### config.mk
export PLATFORM = sky130hd
export DESIGN_NAME = sync_fifo_buf
export DESIGN_NICKNAME = d
export VERILOG_FILES = /design/src/rtl/fifo_pkg.sv /design/src/rtl/fifo_dpram.sv /design/src/rtl/sync_fifo_buf.sv
export SDC_FILE = /design/constraint.sdc
export NUM_CORES = 1
export LEC_CHECK = 0
export CAP_MARGIN = 20
export CORE_MARGIN = 3
export CORE_UTILIZATION = 50
export CTS_BUF_LIST = sky130_fd_sc_hd__clkbuf_2
export CTS_CLUSTER_DIAMETER = 100
export DETAILED_ROUTE_END_ITERATION = 6
export PLACE_DENSITY = 0.71
export SLEW_MARGIN = 5
export SYNTH_ARGS = -nofsm -noshare
export SYNTH_HDL_FRONTEND = slang
export SYNTH_SLANG_ARGS = --single-unit
export TNS_END_PERCENT = 5
### constraint.sdc
create_clock -name CLK -period 2.63 [get_ports CLK]
set_input_delay 0.526 -clock CLK [delete_from_list [all_inputs] [get_ports CLK]]
set_output_delay 0.526 -clock CLK [all_outputs]
set_load 0.05 [all_outputs]
### src/rtl/fifo_pkg.sv
// Shared constants and helpers for the synchronous FIFO buffer family.
package fifo_pkg;

  localparam int DEFAULT_DATA_WIDTH    = 8;
  localparam int DEFAULT_ADDRESS_WIDTH = 3;

  // Geometry of the default (8-entry) configuration.
  localparam int DEPTH     = 2 ** DEFAULT_ADDRESS_WIDTH;
  localparam int CNT_WIDTH = DEFAULT_ADDRESS_WIDTH + 1;

  // Default programmable thresholds.
  localparam int DEFAULT_AF_THRESH = DEPTH - 1;
  localparam int DEFAULT_AE_THRESH = 1;

  // Smallest n with 2**n >= value (0 for value <= 1).
  function automatic int clog2(input int value);
    int n;
    n = 0;
    while ((1 << n) < value) begin
      n = n + 1;
    end
    return n;
  endfunction

endpackage

### src/rtl/fifo_dpram.sv
// Storage for the FIFO: one write port, one registered read port.
module fifo_dpram #(
  parameter int DATA_WIDTH    = 8,
  parameter int ADDRESS_WIDTH = 3
) (
  input  logic                     clk,
  input  logic                     rst_n,
  input  logic                     we,
  input  logic [ADDRESS_WIDTH-1:0] waddr,
  input  logic [DATA_WIDTH-1:0]    wdata,
  input  logic                     re,
  input  logic [ADDRESS_WIDTH-1:0] raddr,
  output logic [DATA_WIDTH-1:0]    rdata
);

  localparam int DEPTH_L = 2 ** ADDRESS_WIDTH;

  logic [DATA_WIDTH-1:0] mem [DEPTH_L];
  logic [DATA_WIDTH-1:0] rdata_d;
  logic [DATA_WIDTH-1:0] rdata_q;

  // Storage array is written on accepted pushes only and is never reset.
  always_ff @(posedge clk) begin
    if (we) begin
      mem[waddr] <= wdata;
    end
  end

  // Read register captures the addressed word only on an accepted pop.
  always_comb begin
    rdata_d = rdata_q;
    if (re) begin
      rdata_d = mem[raddr];
    end
  end

  // Read data register; cleared by reset, otherwise holds between pops.
  always_ff @(posedge clk or negedge rst_n) begin
    if (!rst_n) begin
      rdata_q <= '0;
    end else begin
      rdata_q <= rdata_d;
    end
  end

  assign rdata = rdata_q;

endmodule

### src/rtl/sync_fifo_buf.sv
// Single-clock FIFO buffer: pointers, occupancy count, status flags and
// sticky error bits around a fifo_dpram storage array.
module sync_fifo_buf
  import fifo_pkg::*;
#(
  parameter int DATA_WIDTH    = DEFAULT_DATA_WIDTH,
  parameter int ADDRESS_WIDTH = DEFAULT_ADDRESS_WIDTH,
  parameter int AF_THRESH     = (2 ** ADDRESS_WIDTH) - 1,
  parameter int AE_THRESH     = DEFAULT_AE_THRESH
) (
  input  logic                    CLK,
  input  logic                    RST,
  input  logic                    CLR,
  input  logic [DATA_WIDTH-1:0]   WR_DATA,
  input  logic                    W_INC,
  input  logic                    R_INC,
  output logic [DATA_WIDTH-1:0]   RD_DATA,
  output logic                    RD_VALID,
  output logic                    FULL,
  output logic                    EMPTY,
  output logic                    ALMOST_FULL,
  output logic                    ALMOST_EMPTY,
  output logic [ADDRESS_WIDTH:0]  COUNT,
  output logic                    OVERFLOW,
  output logic                    UNDERFLOW
);

  localparam int FIFO_DEPTH = 2 ** ADDRESS_WIDTH;
  localparam int CNT_W      = ADDRESS_WIDTH + 1;

  localparam logic [CNT_W-1:0]         DEPTH_C = CNT_W'(FIFO_DEPTH);
  localparam logic [CNT_W-1:0]         AF_C    = CNT_W'(AF_THRESH);
  localparam logic [CNT_W-1:0]         AE_C    = CNT_W'(AE_THRESH);
  localparam logic [ADDRESS_WIDTH-1:0] PTR_ONE = ADDRESS_WIDTH'(1);
  localparam logic [CNT_W-1:0]         CNT_ONE = CNT_W'(1);

  // Reject illegal parameterisations at elaboration.
  if (ADDRESS_WIDTH < 1 || ADDRESS_WIDTH > 10) begin : g_bad_aw
    $error("sync_fifo_buf: ADDRESS_WIDTH must be in 1..10");
  end
  if (clog2(FIFO_DEPTH) != ADDRESS_WIDTH) begin : g_bad_depth
    $error("sync_fifo_buf: depth is not 2**ADDRESS_WIDTH");
  end
  if (AF_THRESH < 1 || AF_THRESH > FIFO_DEPTH) begin : g_bad_af
    $error("sync_fifo_buf: AF_THRESH must be in 1..DEPTH");
  end
  if (AE_THRESH < 0 || AE_THRESH > FIFO_DEPTH - 1) begin : g_bad_ae
    $error("sync_fifo_buf: AE_THRESH must be in 0..DEPTH-1");
  end

  logic [ADDRESS_WIDTH-1:0] wptr_q, wptr_d;
  logic [ADDRESS_WIDTH-1:0] rptr_q, rptr_d;
  logic [CNT_W-1:0]         count_q, count_d;
  logic                     ovf_q, ovf_d;
  logic                     udf_q, udf_d;
  logic                     rd_valid_q, rd_valid_d;

  logic full, empty;
  logic wr_en, rd_en;
  logic mem_we, mem_re;

  // Flags decode the registered count, so no input reaches an output.
  assign full  = (count_q == DEPTH_C);
  assign empty = (count_q == '0);

  // Full blocks writes and empty blocks reads; a read frees a slot only
  // on the following edge, so there is no pass-through in either case.
  assign wr_en = W_INC & ~full;
  assign rd_en = R_INC & ~empty;

  // Flush wins over both requests; RD_DATA is left untouched by it.
  assign mem_we = wr_en & ~CLR;
  assign mem_re = rd_en & ~CLR;

  // Next-state for pointers, count, read-valid pulse and sticky errors.
  always_comb begin
    wptr_d     = wptr_q;
    rptr_d     = rptr_q;
    count_d    = count_q;
    ovf_d      = ovf_q;
    udf_d      = udf_q;
    rd_valid_d = 1'b0;
    if (CLR) begin
      wptr_d  = '0;
      rptr_d  = '0;
      count_d = '0;
      ovf_d   = 1'b0;
      udf_d   = 1'b0;
    end else begin
      if (wr_en) begin
        wptr_d = wptr_q + PTR_ONE;
      end
      if (rd_en) begin
        rptr_d = rptr_q + PTR_ONE;
      end
      unique case ({wr_en, rd_en})
        2'b10:   count_d = count_q + CNT_ONE;
        2'b01:   count_d = count_q - CNT_ONE;
        default: count_d = count_q;
      endcase
      ovf_d      = ovf_q | (W_INC & full);
      udf_d      = udf_q | (R_INC & empty);
      rd_valid_d = rd_en;
    end
  end

  // Control state registers with asynchronous active-low reset.
  always_ff @(posedge CLK or negedge RST) begin
    if (!RST) begin
      wptr_q     <= '0;
      rptr_q     <= '0;
      count_q    <= '0;
      ovf_q      <= 1'b0;
      udf_q      <= 1'b0;
      rd_valid_q <= 1'b0;
    end else begin
      wptr_q     <= wptr_d;
      rptr_q     <= rptr_d;
      count_q    <= count_d;
      ovf_q      <= ovf_d;
      udf_q      <= udf_d;
      rd_valid_q <= rd_valid_d;
    end
  end

  fifo_dpram #(
    .DATA_WIDTH   (DATA_WIDTH),
    .ADDRESS_WIDTH(ADDRESS_WIDTH)
  ) u_mem (
    .clk  (CLK),
    .rst_n(RST),
    .we   (mem_we),
    .waddr(wptr_q),
    .wdata(WR_DATA),
    .re   (mem_re),
    .raddr(rptr_q),
    .rdata(RD_DATA)
  );

  assign RD_VALID     = rd_valid_q;
  assign FULL         = full;
  assign EMPTY        = empty;
  assign ALMOST_FULL  = (count_q >= AF_C);
  assign ALMOST_EMPTY = (count_q <= AE_C);
  assign COUNT        = count_q;
  assign OVERFLOW     = ovf_q;
  assign UNDERFLOW    = udf_q;

endmodule

==> flow_metrics.tcl, run 1 <==
set metrics [dict create \
    finalSetupViolCount 0 \
    nets 304 \
    clock_latency_ps 530 \
    p_clk_share_pct 19.0 \
    path_class "register to primary output" \
    slew_headroom_pct 58.72 \
    drc 0 \
    num_rows 30 \
    clock_skew_ps 29.75 \
    r2r_cells 7 \
    postRouteAntennaNets 0 \
    grt_max_degree 25 \
    syn_area_per_cell_sq_um 15.60 \
    worst_slew_pin_slew_ps 618.0 \
    core_sq_um 7019 \
    r2r_start "COUNT[0]$_DFFE_PN0P_" \
    crit_cells 4 \
    p_per_area_nw_per_um2 855.1 \
    worst-r2r-setup-slack_ps 490 \
    netlist_top_cells_count "64 x edfxtp_1, 33 x mux2i_1, 21 x dfrtp_1" \
    crit_fanout 8 \
    synth_seq_area_share_pct 65.66 \
    avgRoutedWirePerCell_um 17.25 \
    place_congestion 0.8388 \
    die_area_sq_um 8527 \
    regArea_sq_um 2449 \
    synth_area_leaders "edfxtp_1 52%, dfrtp_1 14%, mux2i_1 8.9%" \
    cp.arrival_ps 1950 \
    clk_path_buf_depth 2 \
    multi_input_area_sq_um 1165 \
    ir_drop_uv 489.7 \
    netlist.area_leader.share_pct 51.56 \
    p_seq_share_pct 45.0 \
    netlist.top_cell.by_area "edfxtp_1" \
    clockRootBuffer "clkbuf_2" \
    hold_class "input pin to async pin" \
    clkTransAtPathRegs_ps 240 \
    design_area_sq_um 4308 \
    dr.pass1.iters 5 \
    synth-edff-count 64 \
    syn_inst 239 \
    cts_buffers 9 \
    status "finished, final reports clean" \
    cts_tree "built" \
    dpl.hpwl_um 4542 \
    p_comb_share_pct 36.0 \
    start_util_pct 53.10 \
    num_antenna_cells 0 \
    cts.sinks 85 \
    cts_hold_buf 0 \
    worstPathRequired_ps 2100 \
    grt_use_total_pct 17.21 \
    critPathBufInv 2 \
    max-cap-violations 0 \
    grt_antenna_before_repair 0 \
    intPower_mw 2.327 \
    drtIter0Drc 124 \
    synth_most_common_cell "edfxtp_1" \
    rsz0062_at_grt "no" \
    p_leak_nw 1.529 \
    startpoint_type "register" \
    async_flop_share_pct 24.71 \
    p_switching_mw 1.357 \
    n_fill_cell 559 \
    placed_cells_incl_taps 370 \
    grt_pass1_wl_um 10910 \
    hold_viol_final 0 \
    drive_gt1_share_pct 20.69 \
    crit_path_end_kind "primary output" \
    period_minus_slack_ps 2480 \
    numPortBuffers 31 \
    finalMaxSlewViolations 0 \
    swShare_pct 36.84 \
    via_per_inst 5.420 \
    slowest_stage "dfrtp_1" \
    synth-main-ff-cell "edfxtp_1" \
    chipHeight_um 92.34 \
    post-cts-setup-buffers 0 \
    vias 2092 \
    setup_tns_ps 0 \
    die_w_um 92.34 \
    io_pins 32 \
    worstReg2RegEnd "u_mem.mem[0][0]$_DFFE_PP_" \
    placed_area_sq_um 4183 \
    synthToLayoutAreaGrowth_pct 15.58 \
    crit_family "flip-flops" \
    grt_remaining_overflow 0 \
    crit_chain "inv_1, ha_2, nor3b_4, buf_12" \
    drt-total-wl_um 6657 \
    synth_cell_types 46 \
    yosysWarnings 0 \
    ctsHtreeMaxLevel 3 \
    final.period_utilization_pct 94.29 \
    syn_area_sq_um 3727 \
    grt_pass1_vias 2049 \
    instances_no_fill 386 \
    ys_ff_latch 85 \
    max_freq_mhz 403.3 \
    synth_nets 258 \
    critPathMaxStageDelay_ps 510 \
    postLayoutCoreUtil_pct 61.37 \
]
-- how the worst max path moves through the flow --
stage / start / endpoint / slack (ps)
2_1_floorplan: COUNT[1]$_DFFE_PN0P_ / ALMOST_EMPTY / 80
3_3_place_gp: COUNT[1]$_DFFE_PN0P_ / ALMOST_EMPTY / 430
3_5_place_dp: COUNT[1]$_DFFE_PN0P_ / ALMOST_EMPTY / 380
4_1_cts: COUNT[1]$_DFFE_PN0P_ / EMPTY / 20
5_1_grt: COUNT[1]$_DFFE_PN0P_ / EMPTY / 5
6_report: COUNT[0]$_DFFE_PN0P_ / EMPTY / 150
-- kinds of logic (layout without fill, tap and decap cells) --
group | Yosys count | count (layout) | synth area share (%)
muxes | 43 | 43 | 12.08
xor gates and xnor gates | 4 | 4 | 0.9398
adders and majority gates | 6 | 6 | 2.014
AOI/OAI and AO/OA | 31 | 31 | 7.688
DFF | 85 | 85 | 65.66
buffers and inverters | 16 | 67 | 3.155
and+or+nand+nor | 54 | 54 | 8.459
-- power groups by stage --
stage / Sequential, mW / Combinational [mW] / Clock, mW
6_report: 1.66 / 1.33 / 0.700
5_1_grt: 1.68 / 1.41 / 0.785
4_1_cts: 1.66 / 1.34 / 0.724
3_5_place_dp: 1.69 / 1.34 / 0
3_3_place_gp: 1.68 / 1.33 / 0
2_1_floorplan: 1.97 / 0.661 / 0
-- through the flow --
step                      hold slack (ps)  setup WS [ps]  power [mW]
after floorplan                     230.4          76.24       2.628
after global placement              477.6          429.7       3.012
after detailed placement            494.1          376.1       3.030
after CTS                           260.2          19.69       3.717
after global routing                245.8          4.609       3.879
final                               302.1          150.3       3.684
-- worst reg2reg max path: stages, from the launching register on --
cell	delay (ps)
dfrtp_1	520
inv_1	100
ha_2	250
nand3b_4	140
nand2_1	110
or3_1	400
nor3_2	140
buf_4	200
-- state kept, by name (all words and copies together) (netlist names) --
| signal | count |
|---|---|
| u_mem.mem | 64 |
| u_mem.rdata | 8 |
| COUNT | 4 |
| rptr_q | 3 |
| wptr_q | 3 |
| OVERFLOW | 1 |
| RD_VALID | 1 |
| UNDERFLOW | 1 |
-- timing repair --
item	4_1_cts	5_1_grt
setup endpoints to repair	3	4
gates resized for setup	3	6
gates cloned	0	0
-- per-layer routing --
metal  track usage, %  up-vias  share of wire (%)
li1                 -     1001                  -
met2            24.29       56                 46
met1            25.60     1029                 48
met3            4.305        6                4.8
met4            6.683        0                1.3
met5                0        -                  0
-- area by class of cell --
| class | instances | share of cell area, % |
|---|---|---|
| clock buffer | 9 | 1.046 |
| clock inverter | 7 | 1.917 |
| inverter | 4 | 0.3485 |
| multi-input combinational | 138 | 27.04 |
| sequential | 85 | 56.84 |
| tap | 96 | 2.788 |
| timing repair buffer | 47 | 10.02 |
-- cells in the final DEF (no fill, tap or decap), types with 4 or more instances in the layout --
cell / instances
clkdlybuf4s50_1: 26
nand2_1: 7
a21oi_1: 4
ha_1: 5
a22o_1: 9
nand2b_1: 4
a221oi_2: 4
dfrtp_1: 20
edfxtp_1: 64
a221oi_1: 5
xor2_1: 4
nor2_1: 19
mux2_2: 7
clkbuf_2: 10
buf_4: 17
mux2i_1: 33
(Power assumes the default switching activity.)
==> run 2: changes to the inputs <==
SYNTH_HIERARCHICAL = 1   (was not set)
==> run 2 against run 1 <==
  * Final area is 1.6% lower
  * Sequential cell count unchanged
  * Critical endpoint is now COUNT[2]
  * Wire length rose by 7.4%
  * Via count increased by 2.1%
  * Clock power rose by 7.4%
  * Register-to-register slack improved by 180 ps
==> flow_metrics.tcl, run 2 <==
set metrics [dict create \
    clockRootBuffer "clkbuf_2" \
    numPortBuffers 31 \
    dr.pass1.iters 4 \
    met2_length_um 3311 \
    synth-main-ff-cell "edfxtp_1" \
    drtIter0Drc 187 \
    slew_headroom_pct 30.65 \
    top_layer_used "met4" \
    place_congestion 0.7660 \
    final.period_utilization_pct 95.38 \
    final_cell_mix "64 x edfxtp_1, 28 x mux2i_1, 27 x clkdlybuf4s50_1" \
    synth_nets 264 \
    die_area_sq_um 8288 \
    clk_path_buf_depth 2 \
    dpl.hpwl_um 4621 \
    setup_tns_ps 0 \
    vias 2136 \
    p_leak_nw 1.588 \
    netlist.area_leader.share_pct 53.15 \
    synth-edff-count 64 \
    syn_area_sq_um 3616 \
    async_flop_share_pct 24.71 \
    synth_most_common_cell "edfxtp_1" \
    nets 309 \
    grt_antenna_before_repair 0 \
    max-cap-violations 0 \
    finalSetupViolCount 0 \
    netlist_top_cells_count "64 x edfxtp_1, 28 x mux2i_1, 21 x dfrtp_1" \
    clock_latency_ps 520 \
    io_pins 32 \
    via_per_inst 5.449 \
    path_class "register to primary output" \
    avgRoutedWirePerCell_um 18.23 \
    start_util_pct 52.36 \
    worstPathRequired_ps 2100 \
    finalMaxSlewViolations 0 \
    crit_family "buffers and inverters" \
    netlist.top_cell.by_area "edfxtp_1" \
    chipHeight_um 91.04 \
    worst_slew_pin_slew_ps 1040 \
    power_mw 4.111 \
    die_w_um 91.04 \
    syn_area_per_cell_sq_um 14.70 \
    wl_met1_um 3448 \
    cts.sinks 85 \
    status "finished, final reports clean" \
    grt_remaining_overflow 0 \
    clkTransAtPathRegs_ps 230 \
    postRouteAntennaNets 0 \
    core_sq_um 6907 \
    hold_class "input pin to async pin" \
    drc 0 \
    clock_skew_ps 13.59 \
    num_antenna_cells 0 \
    syn_inst 246 \
    grt_pass1_wl_um 11330 \
    critPathMaxStageDelay_ps 870 \
    final_common_cell "edfxtp_1" \
    synth_area_leaders "edfxtp_1 53%, dfrtp_1 15%, mux2i_1 7.8%" \
    p_per_area_nw_per_um2 970.0 \
    rsz0062_at_grt "no" \
    crit_chain "clkdlybuf4s50_1" \
    top_register "u_mem/mem" \
    crit_path_end_kind "primary output" \
    crit_fanout 10 \
    wl_met3_um 298 \
    synth_cell_types 37 \
    cts_tree "built" \
    max_freq_mhz 398.7 \
    critPathBufInv 1 \
    num_rows 30 \
    cts_buffers 9 \
    synthToLayoutAreaGrowth_pct 17.20 \
    ys_ff_latch 85 \
    synth_seq_area_share_pct 67.68 \
    period_minus_slack_ps 2508 \
    drt-total-wl_um 7148 \
    grt_pass1_vias 2029 \
    cp.arrival_ps 1980 \
    largest_reg_flops 64 \
    yosysWarnings 6 \
    grt_max_degree 43 \
    startpoint_type "register" \
    drive_gt1_share_pct 14.86 \
    n_fill_cell 556 \
    slowest_stage "clkdlybuf4s50_1" \
    ir_drop_uv 778.8 \
    grt_use_total_pct 18.12 \
    hold_viol_final 0 \
    ctsHtreeMaxLevel 3 \
]
## run 2: changes by cell type after synthesis, sizes merged, moves of 7 or more
cell    change
nor2b      +15
nand3      +11
a22o        -9
mux2        -9
a211o       +8
a41o        +8
a221oi      -7
a22oi       +7
## run 2: path summary, 6_finish.rpt
kind | startpoint | end | slack (ps) | cells after the start
worst max register to register | COUNT[0]$_DFFE_PN0P_ | u_mem/rdata[3]$_DFFE_PN0P_ | 670 | 8
worst max-delay path | COUNT[2]$_DFFE_PN0P_ | COUNT[2] | 120 | 1
worst min register to register | UNDERFLOW$_DFF_PN0_ | UNDERFLOW$_DFF_PN0_ | 550 | 2
min in group CLK | UNDERFLOW$_DFF_PN0_ | UNDERFLOW$_DFF_PN0_ | 550 | 2
worst min-delay path | RST | u_mem/rdata[5]$_DFFE_PN0P_ | 310 | 2
max in group asynchronous | RST | COUNT[1]$_DFFE_PN0P_ | 2060 | 2
## run 2: final cells by class
cell class / instances / area (sq um) / share of cell area (%)
Timing Repair Buffer: 47 / 434.2 / 10.25
Tap cell: 96 / 120.1 / 2.834
Inverter: 4 / 15.01 / 0.3543
Sequential cell: 85 / 2451 / 57.84
Multi-Input combinational cell: 144 / 1084 / 25.57
Clock inverter: 7 / 88.84 / 2.096
Clock buffer: 9 / 45.04 / 1.063
## run 2: power breakdown
part	switching, mW	total, mW	internal (mW)	leakage, nW
clock	0.442	0.752	0.310	0.0774
combinational	0.894	1.57	0.672	0.661
sequential	0.220	1.79	1.57	0.850
total	1.56	4.11	2.55	1.59
## run 2: layer usage
metal | global-route usage, % | vias up
li1 | - | 1019
met1 | 26.80 | 1064
met2 | 25.94 | 45
met3 | 4.225 | 8
met4 | 7.161 | 0
met5 | 0 | -
## run 2: metrics by stage
step | hold WS, ps | utilization (%) | instance area [sq um] | setup slack, ps | instances
2_1_floorplan | 230.4 | - | 3621 | 6.723 | 246
3_3_place_gp | 488.6 | 58.89 | 4068 | 504.7 | 373
3_5_place_dp | 488.2 | 58.89 | 4068 | 513.5 | 373
4_1_cts | 286.2 | 61.00 | 4213 | 9.593 | 389
5_1_grt | 272.6 | 61.36 | 4238 | 15.16 | 392
6_report | 310.1 | 61.36 | 4238 | 121.6 | 392
## run 2: kinds of logic after synthesis
family	Yosys count	synth area share, %
flops	85	67.68
buf+inv	17	2.837
compound gates	34	7.544
fa+ha+maj	5	1.730
mux	29	8.062
xor+xnor	5	1.592
simple gates	71	10.55
## run 2: timing repair
item,in CTS,in global routing
hold endpoints to repair,0,0
gates resized for setup,3,3
hold buffers,0,0
endpoints found under the setup margin,2,1
buffers inserted,0,3
==> run 3: changes to the inputs <==
SKIP_CTS_REPAIR_TIMING = 1   (was not set)
==> run 3 against run 2 <==
  * Worst hold slack gained 12 ps
  * Total power is 0.79% lower
  * Non-clock buffer count shrank 3
  * First-iteration DRC count fell by 3.2%
  * Sequential share of layout area is 0.26 points higher
  * Final cell count is 0.77% lower
  * Global-route usage decreased by 0.054 points
  * Combinational power fell by 3%
  * Critical path type unchanged
==> flow_metrics.tcl, run 3 (synthesized netlist as in run 2, its figures left out) <==
set metrics [dict create \
    period_minus_slack_ps 2493 \
    cp.arrival_ps 1970 \
    path_class "register to primary output" \
    clkTransAtPathRegs_ps 220 \
    clk_path_buf_depth 2 \
    core_sq_um 6907 \
    io_pins 32 \
    crit_family "buffers and inverters" \
    drt-total-wl_um 7093 \
    start_util_pct 52.36 \
    grt_pass1_vias 2030 \
    startpoint_type "register" \
    synthToLayoutAreaGrowth_pct 16.68 \
    grt_antenna_before_repair 0 \
    grt_remaining_overflow 0 \
    die_w_um 91.04 \
    postRouteAntennaNets 0 \
    finalSetupViolCount 0 \
    cts.sinks 85 \
    chipHeight_um 91.04 \
    max_freq_mhz 401.1 \
    drc 0 \
    rsz0062_at_grt "no" \
    dp_slack_ps 513.5 \
    crit_chain "clkdlybuf4s50_1" \
    max-cap-violations 0 \
    hold_class "input pin to async pin" \
    drive_gt1_share_pct 14.68 \
    ctsHtreeMaxLevel 3 \
    top_register "u_mem/mem" \
    crit_path_end_kind "primary output" \
    worstPathRequired_ps 2100 \
    slowest_stage "clkdlybuf4s50_1" \
    final.period_utilization_pct 94.80 \
    ir_drop_uv 777.7 \
    clock_latency_ps 510 \
    p_leak_nw 1.585 \
    avgRoutedWirePerCell_um 18.23 \
    num_rows 30 \
    grt_pass1_wl_um 11300 \
    worst_slew_pin_slew_ps 1027 \
    final_common_cell "edfxtp_1" \
    drtIter0Drc 181 \
    cts_tree "built" \
    critPathBufInv 1 \
    crit_fanout 10 \
    hold_viol_final 0 \
    regArea_sq_um 2451 \
    place_congestion 0.7660 \
    status "finished, final reports clean" \
    slew_headroom_pct 31.54 \
    grt_max_degree 43 \
    via_per_inst 5.427 \
    dpl.hpwl_um 4621 \
    multi_input_area_sq_um 1084 \
    clock_skew_ps 13.48 \
    p_per_area_nw_per_um2 966.7 \
    final_cell_mix "64 x edfxtp_1, 28 x mux2i_1, 27 x clkdlybuf4s50_1, 18 x dfrtp_1, 18 x nor2b_1" \
    die_area_sq_um 8288 \
    cts_buffers 9 \
    grt_use_total_pct 18.06 \
    finalMaxSlewViolations 0 \
    post-route-worst-setup-slack_ps 136.8 \
    clockRootBuffer "clkbuf_2" \
    design_area_sq_um 4219 \
    nets 306 \
    num_antenna_cells 0 \
    numPortBuffers 31 \
    placed_area_sq_um 4068 \
    n_fill_cell 558 \
    dr.pass1.iters 4 \
    largest_reg_flops 64 \
    vias 2111 \
    critPathMaxStageDelay_ps 870 \
]
[run 3: changes by cell type in the layout (fill, tap and decap cells not counted)]
cell and delta:
inv_2 +2, inv_1 -2, dlymetal6s2s_1 +1, buf_4 -3, dlygate4sd2_1 -1
[run 3: through the flow]
stage,setup TNS (ps),std cells,hold WS [ps],total power [mW],util (%)
6_report,0,389,321.7,4.078,61.09
5_1_grt,0,389,272.6,4.290,61.09
4_1_cts,-224.0,389,286.2,4.069,60.83
3_5_place_dp,0,373,488.2,3.317,58.89
3_3_place_gp,0,373,488.6,3.295,58.89
2_1_floorplan,0,246,230.4,2.869,-
[run 3: layout make-up]
| cell class | instances | share of cell area, % |
|---|---|---|
| inverters | 4 | 0.3559 |
| flip-flops and latches | 85 | 58.10 |
| repair buffers | 44 | 9.846 |
| multi-input cells | 144 | 25.68 |
| clock buffers | 9 | 1.068 |
| clock inverters | 7 | 2.106 |
| well taps | 96 | 2.847 |
[run 3: worst paths after layout]
| check | from | to | slack (ps) | cells after the start |
|---|---|---|---|---|
| max in group asynchronous | RST | COUNT[1]$_DFFE_PN0P_ | 2050 | 2 |
| worst max register to register | COUNT[0]$_DFFE_PN0P_ | u_mem/mem[4][5]$_DFFE_PP_ | 680 | 8 |
| worst min register to register | UNDERFLOW$_DFF_PN0_ | UNDERFLOW$_DFF_PN0_ | 540 | 2 |
| min in group CLK | UNDERFLOW$_DFF_PN0_ | UNDERFLOW$_DFF_PN0_ | 540 | 2 |
| worst min-delay path | RST | u_mem/rdata[5]$_DFFE_PN0P_ | 320 | 2 |
| worst max-delay path | COUNT[2]$_DFFE_PN0P_ | COUNT[2] | 140 | 1 |
[run 3: layer usage]
| metal | track usage [%] | part of all wire [%] |
|---|---|---|
| met1 | 26.74 | 48 |
| met2 | 25.81 | 46 |
| met3 | 4.225 | 4.9 |
| met4 | 7.161 | 1.3 |
| met5 | 0 | 0 |
[run 3: power by group]
part           total (mW)  internal [mW]  switching, mW
combinational        1.52          0.649          0.874
sequential           1.81           1.57          0.233
clock               0.749          0.310          0.439
